===== src/rtl/recirc_lanes_if.sv =====
// Lane bus between the serial-to-parallel front end, the recirculator, the L1 mux and the tester.
// master drives the lane inputs and active; slave is the recirculator view.
interface recirc_lanes_if #(
  parameter int LANES     = 4,
  parameter int WIDTH     = 8,
  parameter int CNT_WIDTH = 16
);
  logic [LANES*WIDTH-1:0]     data_in;
  logic [LANES-1:0]           valid_in;
  logic                       active;
  logic [LANES*WIDTH-1:0]     data_act_out;
  logic [LANES-1:0]           valid_act_out;
  logic [LANES*WIDTH-1:0]     data_recirc_out;
  logic [LANES-1:0]           valid_recirc_out;
  logic                       locked;
  logic [LANES*CNT_WIDTH-1:0] recirc_count;

  modport master (
    output data_in, valid_in, active,
    input  data_act_out, valid_act_out, data_recirc_out, valid_recirc_out, locked, recirc_count
  );

  modport slave (
    input  data_in, valid_in, active,
    output data_act_out, valid_act_out, data_recirc_out, valid_recirc_out, locked, recirc_count
  );
endinterface


===== src/rtl/recirc_lanes.sv =====
// Per-lane recirculator: routes valid words to the active path once `active` has qualified a lock.
// Define RECIRC_COUNT_EN to build the per-lane saturating recirculation counters.
module recirc_lanes #(
  parameter int LANES       = 4,
  parameter int WIDTH       = 8,
  parameter int LOCK_CYCLES = 4,
  parameter int CNT_WIDTH   = 16
) (
  input logic           clk,
  input logic           reset,
  recirc_lanes_if.slave bus
);

  localparam int QW = $clog2(LOCK_CYCLES) + 1;

  typedef enum logic {UNLOCKED, LOCKED} state_t;

  state_t          state_q, state_d;
  logic [QW-1:0]   qcnt_q, qcnt_d;
  logic            locked;

  logic [LANES*WIDTH-1:0] data_act_p1;
  logic [LANES*WIDTH-1:0] data_recirc_p1;
  logic [LANES-1:0]       vld_act_p1;
  logic [LANES-1:0]       vld_recirc_p1;

  assign locked = (state_q == LOCKED);

  always_ff @(posedge clk) begin
    if (reset) begin
      state_q <= UNLOCKED;
      qcnt_q  <= '0;
    end else begin
      state_q <= state_d;
      qcnt_q  <= qcnt_d;
    end
  end

  // Any low on active drops lock or restarts qualification immediately.
  always_comb begin
    state_d = state_q;
    qcnt_d  = qcnt_q;
    case (state_q)
      UNLOCKED: begin
        if (!bus.active) begin
          qcnt_d = '0;
        end else if (qcnt_q == QW'(LOCK_CYCLES - 1)) begin
          state_d = LOCKED;
          qcnt_d  = '0;
        end else begin
          qcnt_d = qcnt_q + 1'b1;
        end
      end
      LOCKED: begin
        if (!bus.active) begin
          state_d = UNLOCKED;
          qcnt_d  = '0;
        end
      end
      default: begin
        state_d = UNLOCKED;
        qcnt_d  = '0;
      end
    endcase
  end

  // Stage p0 -> p1: route each lane on the pre-edge lock state; unrouted paths carry zero.
  always_ff @(posedge clk) begin
    if (reset) begin
      data_act_p1    <= '0;
      data_recirc_p1 <= '0;
      vld_act_p1     <= '0;
      vld_recirc_p1  <= '0;
    end else begin
      for (int i = 0; i < LANES; i++) begin
        vld_act_p1[i]    <= bus.valid_in[i] & locked;
        vld_recirc_p1[i] <= bus.valid_in[i] & ~locked;
        data_act_p1[i*WIDTH +: WIDTH]    <= (bus.valid_in[i] && locked)  ? bus.data_in[i*WIDTH +: WIDTH] : '0;
        data_recirc_p1[i*WIDTH +: WIDTH] <= (bus.valid_in[i] && !locked) ? bus.data_in[i*WIDTH +: WIDTH] : '0;
      end
    end
  end

  assign bus.data_act_out     = data_act_p1;
  assign bus.data_recirc_out  = data_recirc_p1;
  assign bus.valid_act_out    = vld_act_p1;
  assign bus.valid_recirc_out = vld_recirc_p1;
  assign bus.locked           = locked;

`ifdef RECIRC_COUNT_EN
  function automatic logic [CNT_WIDTH-1:0] sat_inc(input logic [CNT_WIDTH-1:0] c);
    return (&c) ? c : c + CNT_WIDTH'(1);
  endfunction

  logic [LANES*CNT_WIDTH-1:0] cnt_p1;

  // Counts advance on the same edge that loads valid_recirc_out.
  always_ff @(posedge clk) begin
    if (reset) begin
      cnt_p1 <= '0;
    end else begin
      for (int i = 0; i < LANES; i++) begin
        if (bus.valid_in[i] && !locked)
          cnt_p1[i*CNT_WIDTH +: CNT_WIDTH] <= sat_inc(cnt_p1[i*CNT_WIDTH +: CNT_WIDTH]);
      end
    end
  end

  assign bus.recirc_count = cnt_p1;
`else
  assign bus.recirc_count = {(LANES*CNT_WIDTH){1'b0}};
`endif

endmodule


===== src/flat_wrapper.sv =====
// flat-port wrapper written by rule: the top's interface ports become plain ports
module recirc_lanes_flat 
#(
  parameter int LANES       = 4,
  parameter int WIDTH       = 8,
  parameter int LOCK_CYCLES = 4,
  parameter int CNT_WIDTH   = 16
)
  (clk, reset, bus_data_in, bus_valid_in, bus_active, bus_data_act_out, bus_valid_act_out, bus_data_recirc_out, bus_valid_recirc_out, bus_locked, bus_recirc_count);
  recirc_lanes_if #(.LANES(LANES), .WIDTH(WIDTH), .CNT_WIDTH(CNT_WIDTH)) bus_i ();
  input logic clk;
  input logic reset;
  input wire logic [$bits(bus_i.data_in)-1:0] bus_data_in;
  input wire logic [$bits(bus_i.valid_in)-1:0] bus_valid_in;
  input wire logic [$bits(bus_i.active)-1:0] bus_active;
  output wire logic [$bits(bus_i.data_act_out)-1:0] bus_data_act_out;
  output wire logic [$bits(bus_i.valid_act_out)-1:0] bus_valid_act_out;
  output wire logic [$bits(bus_i.data_recirc_out)-1:0] bus_data_recirc_out;
  output wire logic [$bits(bus_i.valid_recirc_out)-1:0] bus_valid_recirc_out;
  output wire logic [$bits(bus_i.locked)-1:0] bus_locked;
  output wire logic [$bits(bus_i.recirc_count)-1:0] bus_recirc_count;
  assign bus_i.data_in = bus_data_in;
  assign bus_i.valid_in = bus_valid_in;
  assign bus_i.active = bus_active;
  assign bus_data_act_out = bus_i.data_act_out;
  assign bus_valid_act_out = bus_i.valid_act_out;
  assign bus_data_recirc_out = bus_i.data_recirc_out;
  assign bus_valid_recirc_out = bus_i.valid_recirc_out;
  assign bus_locked = bus_i.locked;
  assign bus_recirc_count = bus_i.recirc_count;
  recirc_lanes #(.LANES(LANES), .WIDTH(WIDTH), .LOCK_CYCLES(LOCK_CYCLES), .CNT_WIDTH(CNT_WIDTH)) u_core (.clk(clk), .reset(reset), .bus(bus_i));
endmodule

===== config.mk =====
export PLATFORM = sky130hd
export DESIGN_NAME = recirc_lanes_flat
export DESIGN_NICKNAME = d
export VERILOG_FILES = /design/src/rtl/recirc_lanes_if.sv /design/src/rtl/recirc_lanes.sv /design/src/flat_wrapper.sv
export SDC_FILE = /design/constraint.sdc
export NUM_CORES = 1
export LEC_CHECK = 0
export CAP_MARGIN = 20
export CORE_MARGIN = 8
export CORE_UTILIZATION = 38
export CTS_CLUSTER_SIZE = 24
export DETAILED_ROUTE_END_ITERATION = 10
export HOLD_SLACK_MARGIN = 0.08
export PLACE_DENSITY = 0.88
export REMOVE_ABC_BUFFERS = 1
export SETUP_SLACK_MARGIN = 0.15
export SYNTH_ARGS = -nofsm -noshare
export SYNTH_HDL_FRONTEND = slang
export SYNTH_SLANG_ARGS = --single-unit

===== constraint.sdc =====
create_clock -name clk -period 2.05 [get_ports clk]
set_input_delay 0.41 -clock clk [delete_from_list [all_inputs] [get_ports clk]]
set_output_delay 0.41 -clock clk [all_outputs]
set_load 0.005 [all_outputs]

==> run metrics, run 1 <==
Synth Register Bits 76; GR Util All Layers 0.131; CTS tree yes; dpl cells 419; ANT cells 0; clk slew on worst S/H paths around 70 ps; Reg-to-Reg Start u_core.bus.locked; outcome finished clean; vias per cell between 4 and 5; Critical R2R Capture u_core.bus.data_act_out[13]; largest net degree at the start of global routing 28; vias in the first global route 2004; DP Wirelength 4960 um; global-route wire length before repair approximately 9900 um; worst hold margin 461 ps; final number of hold-violating endpoints 0; Hold Startpoint u_core.qcnt_q[2]; CP Max Fanout 11; syn_area_per_cell between 10 and 15 um^2; overflow left after global routing 0; die area 0.00977 mm^2; Sink Count 76; Min-Delay Path Depth 2; leading cell type in the layout, fill and taps excluded clkdlybuf4s50_1; share of layout cells above drive strength 1 0.0537; setup violators final 0; Residual DRC 0; Worst Hold End u_core.qcnt_q[2]; Tcrit/Tclk final 0.849; filler cell count ~560; CTS max path bufs 2; worst hold path type reg2reg; post-synthesis sequential area ratio 0.583; Antenna Violating Nets Remaining 0; Horiz. Die Dim 98.9 um; Worst setup EP type output pin; drt pass-1 iters 4; most frequent cells in the layout clkdlybuf4s50_1, dfxtp_1, conb_1; Chip Height 98.9 um; Worst EP required 1640 ps; post-synthesis cell count approximately 240; Max transition margin 0.629; DR WL/cell 14.7 um; worst-skew pair later-pin latency 340 ps; area delta synth->final 44.1%; antenna violations before repair 1; Core ar. 0.00672 mm^2; Hold Buf Count CTS 0; TritonCTS buffer count 9; Post-Layout Cell Count 434; # nets final 390; cells on worst reg2reg path 2; Setup Skew between 8 and 9 ps; critical-path cell list clkdlybuf4s50_1; Worst Path Arrival between 1000 and 1500 ps; Rows 30; I/O pin count about 180; yosys warns 0; Unique masters post-synth 22; RSZ-0062 raised after global routing false; Worst path depth 1; detailed-route via count 1816; Initial Utilization 0.388; setup total negative slack 0 ps; IO Port Bufs between 100 and 150; crit start category flip-flop; CP Class reg2out; delay-heaviest family, CP buffers and inverters; R2R setup slack 770 ps; max-slew violation count 0; Peak VDD IR around 0.38 mV; mapped cell area 0.00261 mm^2; Final Power 2.99 mW; Worst path slowest cell clkdlybuf4s50_1; final period demand of the worst path 1740 ps; clock root cell clkbuf_8; Worst-Margin Slew 556 ps; fmax 575 MHz; gp weighted congestion about 0.7; slowest cell delay on critical path 550 ps; final WL roughly 6400 um; Final Util 0.559; CTS H-tree depth 3; leak pwr about 1.7 nW; max-cap check violation count 0; power density over the cells 795 mW/mm^2; WP buf/inv 1; drt first-iter violations 57
==> layout make-up <==
type | instances | area (um^2) | area share
multi-input combinational | 151 | 798 | 0.212
clock buffer | 10 | 138 | 0.0366
inverter | 1 | 3.75 | 0.000999
timing repair buffer | 111 | 1110 | 0.296
tap | 80 | 100 | 0.0266
clock inverter | 5 | 85.1 | 0.0226
sequential | 76 | 1520 | 0.405
==> state kept, by name, indices dropped and copies added, names as in the netlist <==
register                     flops
u_core.bus.locked                1
u_core.bus.data_recirc_out      32
u_core.bus.valid_act_out         4
u_core.bus.data_act_out         32
u_core.bus.valid_recirc_out      4
u_core.qcnt_q                    3
==> routing by layer <==
layer	part of all wire	global-route usage
met5	0.0017	0
met4	0.033	0.0826
met3	0.11	0.0712
met2	0.47	0.216
met1	0.38	0.125
==> power by group <==
group | leakage (nW) | switching, mW | total [mW] | internal [mW]
registers | 0.619 | 0.00896 | 1.52 | 1.51
logic | 1.00 | 0.0966 | 0.229 | 0.132
clock network | 0.109 | 0.525 | 1.24 | 0.718
==> synth_stat cells (all sizes together) <==
master  number  area share
nor2b        2      0.0077
and3b        1      0.0034
or3b         1      0.0034
conb         1      0.0014
and3        48        0.12
inv          1      0.0014
nand2b       1      0.0024
a21oi        2      0.0038
ha           1      0.0048
or3          1      0.0024
and2        22       0.053
o21ai        1      0.0019
nor3b        1      0.0048
dfxtp       76        0.58
buf         66        0.19
nand2        2      0.0029
nor2         4      0.0086
clkbuf       7       0.011
==> worst max path at each step <==
stage                      start                            end  slack, ps
4_1_cts        u_core.bus.locked                     bus_locked        270
3_3_place_gp               reset    u_core.bus.data_act_out[15]        280
6_report       u_core.bus.locked                     bus_locked        310
5_1_grt        u_core.bus.locked                     bus_locked        230
2_1_floorplan   u_core.qcnt_q[0]               u_core.qcnt_q[1]        910
3_5_place_dp               reset  u_core.bus.data_recirc_out[0]        240
==> kinds of logic (layout without fill, tap and decap cells) <==
logic type	Yosys count	in the layout	share of synthesized area
buffers and inverters	74	127	0.201
other	1	64	0.00144
adder cells (fa/ha/maj)	1	1	0.00480
flip-flops	76	76	0.583
AO/OA/AOI/OAI	3	3	0.00575
AND/OR/NAND/NOR	83	83	0.203
==> repair_timing <==
item	CTS	global route
resized for setup	1	0
buffers inserted	0	0
hold endpoints to repair	0	0
setup endpoints to repair	1	0
==> stage by stage <==
stage	cell area, um^2	setup WS [ps]
floorplan	2320	915
global placement	3530	281
detailed placement	3530	236
CTS	3760	275
global route	3760	233
finish	3760	309
(Power assumes the default switching activity.)
==> run 2: changes to the inputs <==
--- a/config.mk
+++ b/config.mk
@@ -7,11 +7,11 @@
 export LEC_CHECK = 0
 export CAP_MARGIN = 20
 export CORE_MARGIN = 8
-export CORE_UTILIZATION = 38
+export CORE_UTILIZATION = 32
 export CTS_CLUSTER_SIZE = 24
 export DETAILED_ROUTE_END_ITERATION = 10
 export HOLD_SLACK_MARGIN = 0.08
-export PLACE_DENSITY = 0.88
+export PLACE_DENSITY = 0.79
 export REMOVE_ABC_BUFFERS = 1
 export SETUP_SLACK_MARGIN = 0.15
 export SYNTH_ARGS = -nofsm -noshare
==> constraint.sdc (replaced) <==
create_clock -name clk -period 1.6 [get_ports clk]
set_input_delay 0.32 -clock clk [delete_from_list [all_inputs] [get_ports clk]]
set_output_delay 0.32 -clock clk [all_outputs]
set_load 0.005 [all_outputs]
==> run 2 against run 1 <==
Clock-buffer cell count is the same. Clock power is essentially flat. Hold slack gained 6.2 ps. Power grew 15%. Largest power group unchanged. Die area grew 16%. Utilization shrank 10 points.
==> run metrics, run 2 (synthesis results as in run 1) <==
Worst Path Arrival 1660 ps; Rows 33; Worst path slowest cell nor2b_4; area occupied by multi-input gates around 800 um^2; DP Wirelength 5080 um; WP buf/inv 1; drt pass-1 iters 4; crit start category primary input; final WL between 6000 and 7000 um; Peak VDD IR 0.408 mV; outcome finished clean; ANT cells 0; die area about 0.011 mm^2; critical-path cell list clkdlybuf4s50_1, nor2b_4, and3_1; Hold Startpoint u_core.qcnt_q[1]; fmax between 700 and 800 MHz; Max transition margin 0.597; CTS H-tree depth 3; dpl cells 448; vias in the first global route roughly 2000; global-route wire length before repair 9930 um; gp weighted congestion 0.656; Worst Hold End u_core.qcnt_q[1]; Worst-Margin Slew 604 ps; Initial Utilization 0.324; Final Util 0.458; CTS tree yes; filler cell count 784; clk slew on worst S/H paths 70 ps; setup violators final 0; most frequent cells in the layout dfxtp_1, dlygate4sd2_1, conb_1; power density over the cells ~930 mW/mm^2; max-cap check violation count 0; final period demand of the worst path ~1400 ps; cells on worst reg2reg path 4; R2R setup slack 230 ps; grt met1 use 0.114; clock root cell clkbuf_8; antenna violations before repair 1; delay-heaviest family, CP simple AND/OR/NAND/NOR gates; GR Util All Layers 0.112; Residual DRC 0; CP Max Fanout 27; worst-skew pair later-pin latency 330 ps; IO Port Bufs roughly 110; CP Class in2reg; Min-Delay Path Depth 2; Storage cell area roughly 0.0015 mm^2; final number of hold-violating endpoints 0; Antenna Violating Nets Remaining 0; drt first-iter violations 45; Post-Layout Cell Count around 460; detailed-route via count approximately 1800; largest net degree at the start of global routing 28; Tcrit/Tclk final 0.864; Reg-to-Reg Start u_core.bus.locked; CTS max path bufs 2; worst hold margin 467 ps; I/O pin count 176; Hold Buf Count CTS 0; Chip Height 106 um; overflow left after global routing 0; vias per cell 3.94; DR WL/cell 14.0 um; Core ar. approximately 0.0081 mm^2; met3 Use GR 0.0684; area delta synth->final 41.2%; RSZ-0062 raised after global routing true; share of layout cells above drive strength 1 0.0642; Sink Count 76; GR Util met2 0.183; worst hold path type reg2reg; Top Usage Layer GRT met2; TritonCTS buffer count 9; slowest cell delay on critical path 550 ps; leading cell type in the layout, fill and taps excluded dfxtp_1; Worst setup EP type flip-flop; Setup Skew 8.37 ps; Critical R2R Capture u_core.bus.data_recirc_out[3]; max-slew violation count 0; Horiz. Die Dim 106 um; Worst EP required between 1500 and 2000 ps; leak pwr 2.06 nW; # nets final 395
-- run 2: metal layers --
metal | vias up | wire, um
met4 | 2 | 76
met5 | - | 13
met2 | 129 | 3000
li1 | 871 | -
met3 | 10 | 820
met1 | 810 | 2590
-- run 2: metrics by stage --
| stage | setup TNS, ps | power, mW | area [um^2] | worst slack [ps] |
|---|---|---|---|---|
| after floorplan | 0 | 2.07 | 2320 | 465 |
| after global placement | -3120 | 2.27 | 3600 | -77.2 |
| after detailed placement | -4450 | 2.28 | 3600 | -114 |
| after CTS | 0 | 3.49 | 3680 | 73.0 |
| after global routing | 0 | 3.60 | 3680 | 115 |
| final | 0 | 3.43 | 3680 | 218 |
-- run 2: worst max-delay path by stage --
stage / startpoint / endpoint / slack [ps] / cells after the start
after floorplan: u_core.qcnt_q[0] / u_core.qcnt_q[1] / 460 / 4
after global placement: reset / u_core.bus.data_act_out[6] / -80 / 3
after detailed placement: reset / u_core.bus.data_act_out[25] / -110 / 3
after CTS: u_core.bus.locked / bus_locked / 70 / 1
after global routing: u_core.bus.locked / u_core.bus.data_recirc_out[3] / 120 / 4
final: reset / u_core.bus.data_act_out[25] / 220 / 3
-- run 2: layout make-up --
cell class	instances	area share
Timing Repair Buffer	116	0.288
Multi-Input combinational cell	151	0.217
Sequential cell	76	0.414
Inverter	1	0.00102
Clock buffer	10	0.0374
Clock inverter	4	0.00747
Tap cell	105	0.0357
-- run 2: repair_timing --
action | CTS | global route
pin swaps | 0 | 0
endpoints found under the setup margin | 73 | 30
buffers inserted | 1 | 0
resized for setup | 74 | 1
-- run 2: where the power goes --
part           internal (mW)  switching [mW]  leakage (nW)
Clock                  0.584           0.635        0.0762
Combinational          0.147           0.123          1.36
Sequential              1.93          0.0107         0.619
Total                   2.66           0.768          2.06
-- run 2: worst min-delay path, cell delays in order (launching register included) --
cell     delay, ps
dfxtp_1        310
nand2_1         50
a21oi_1         60
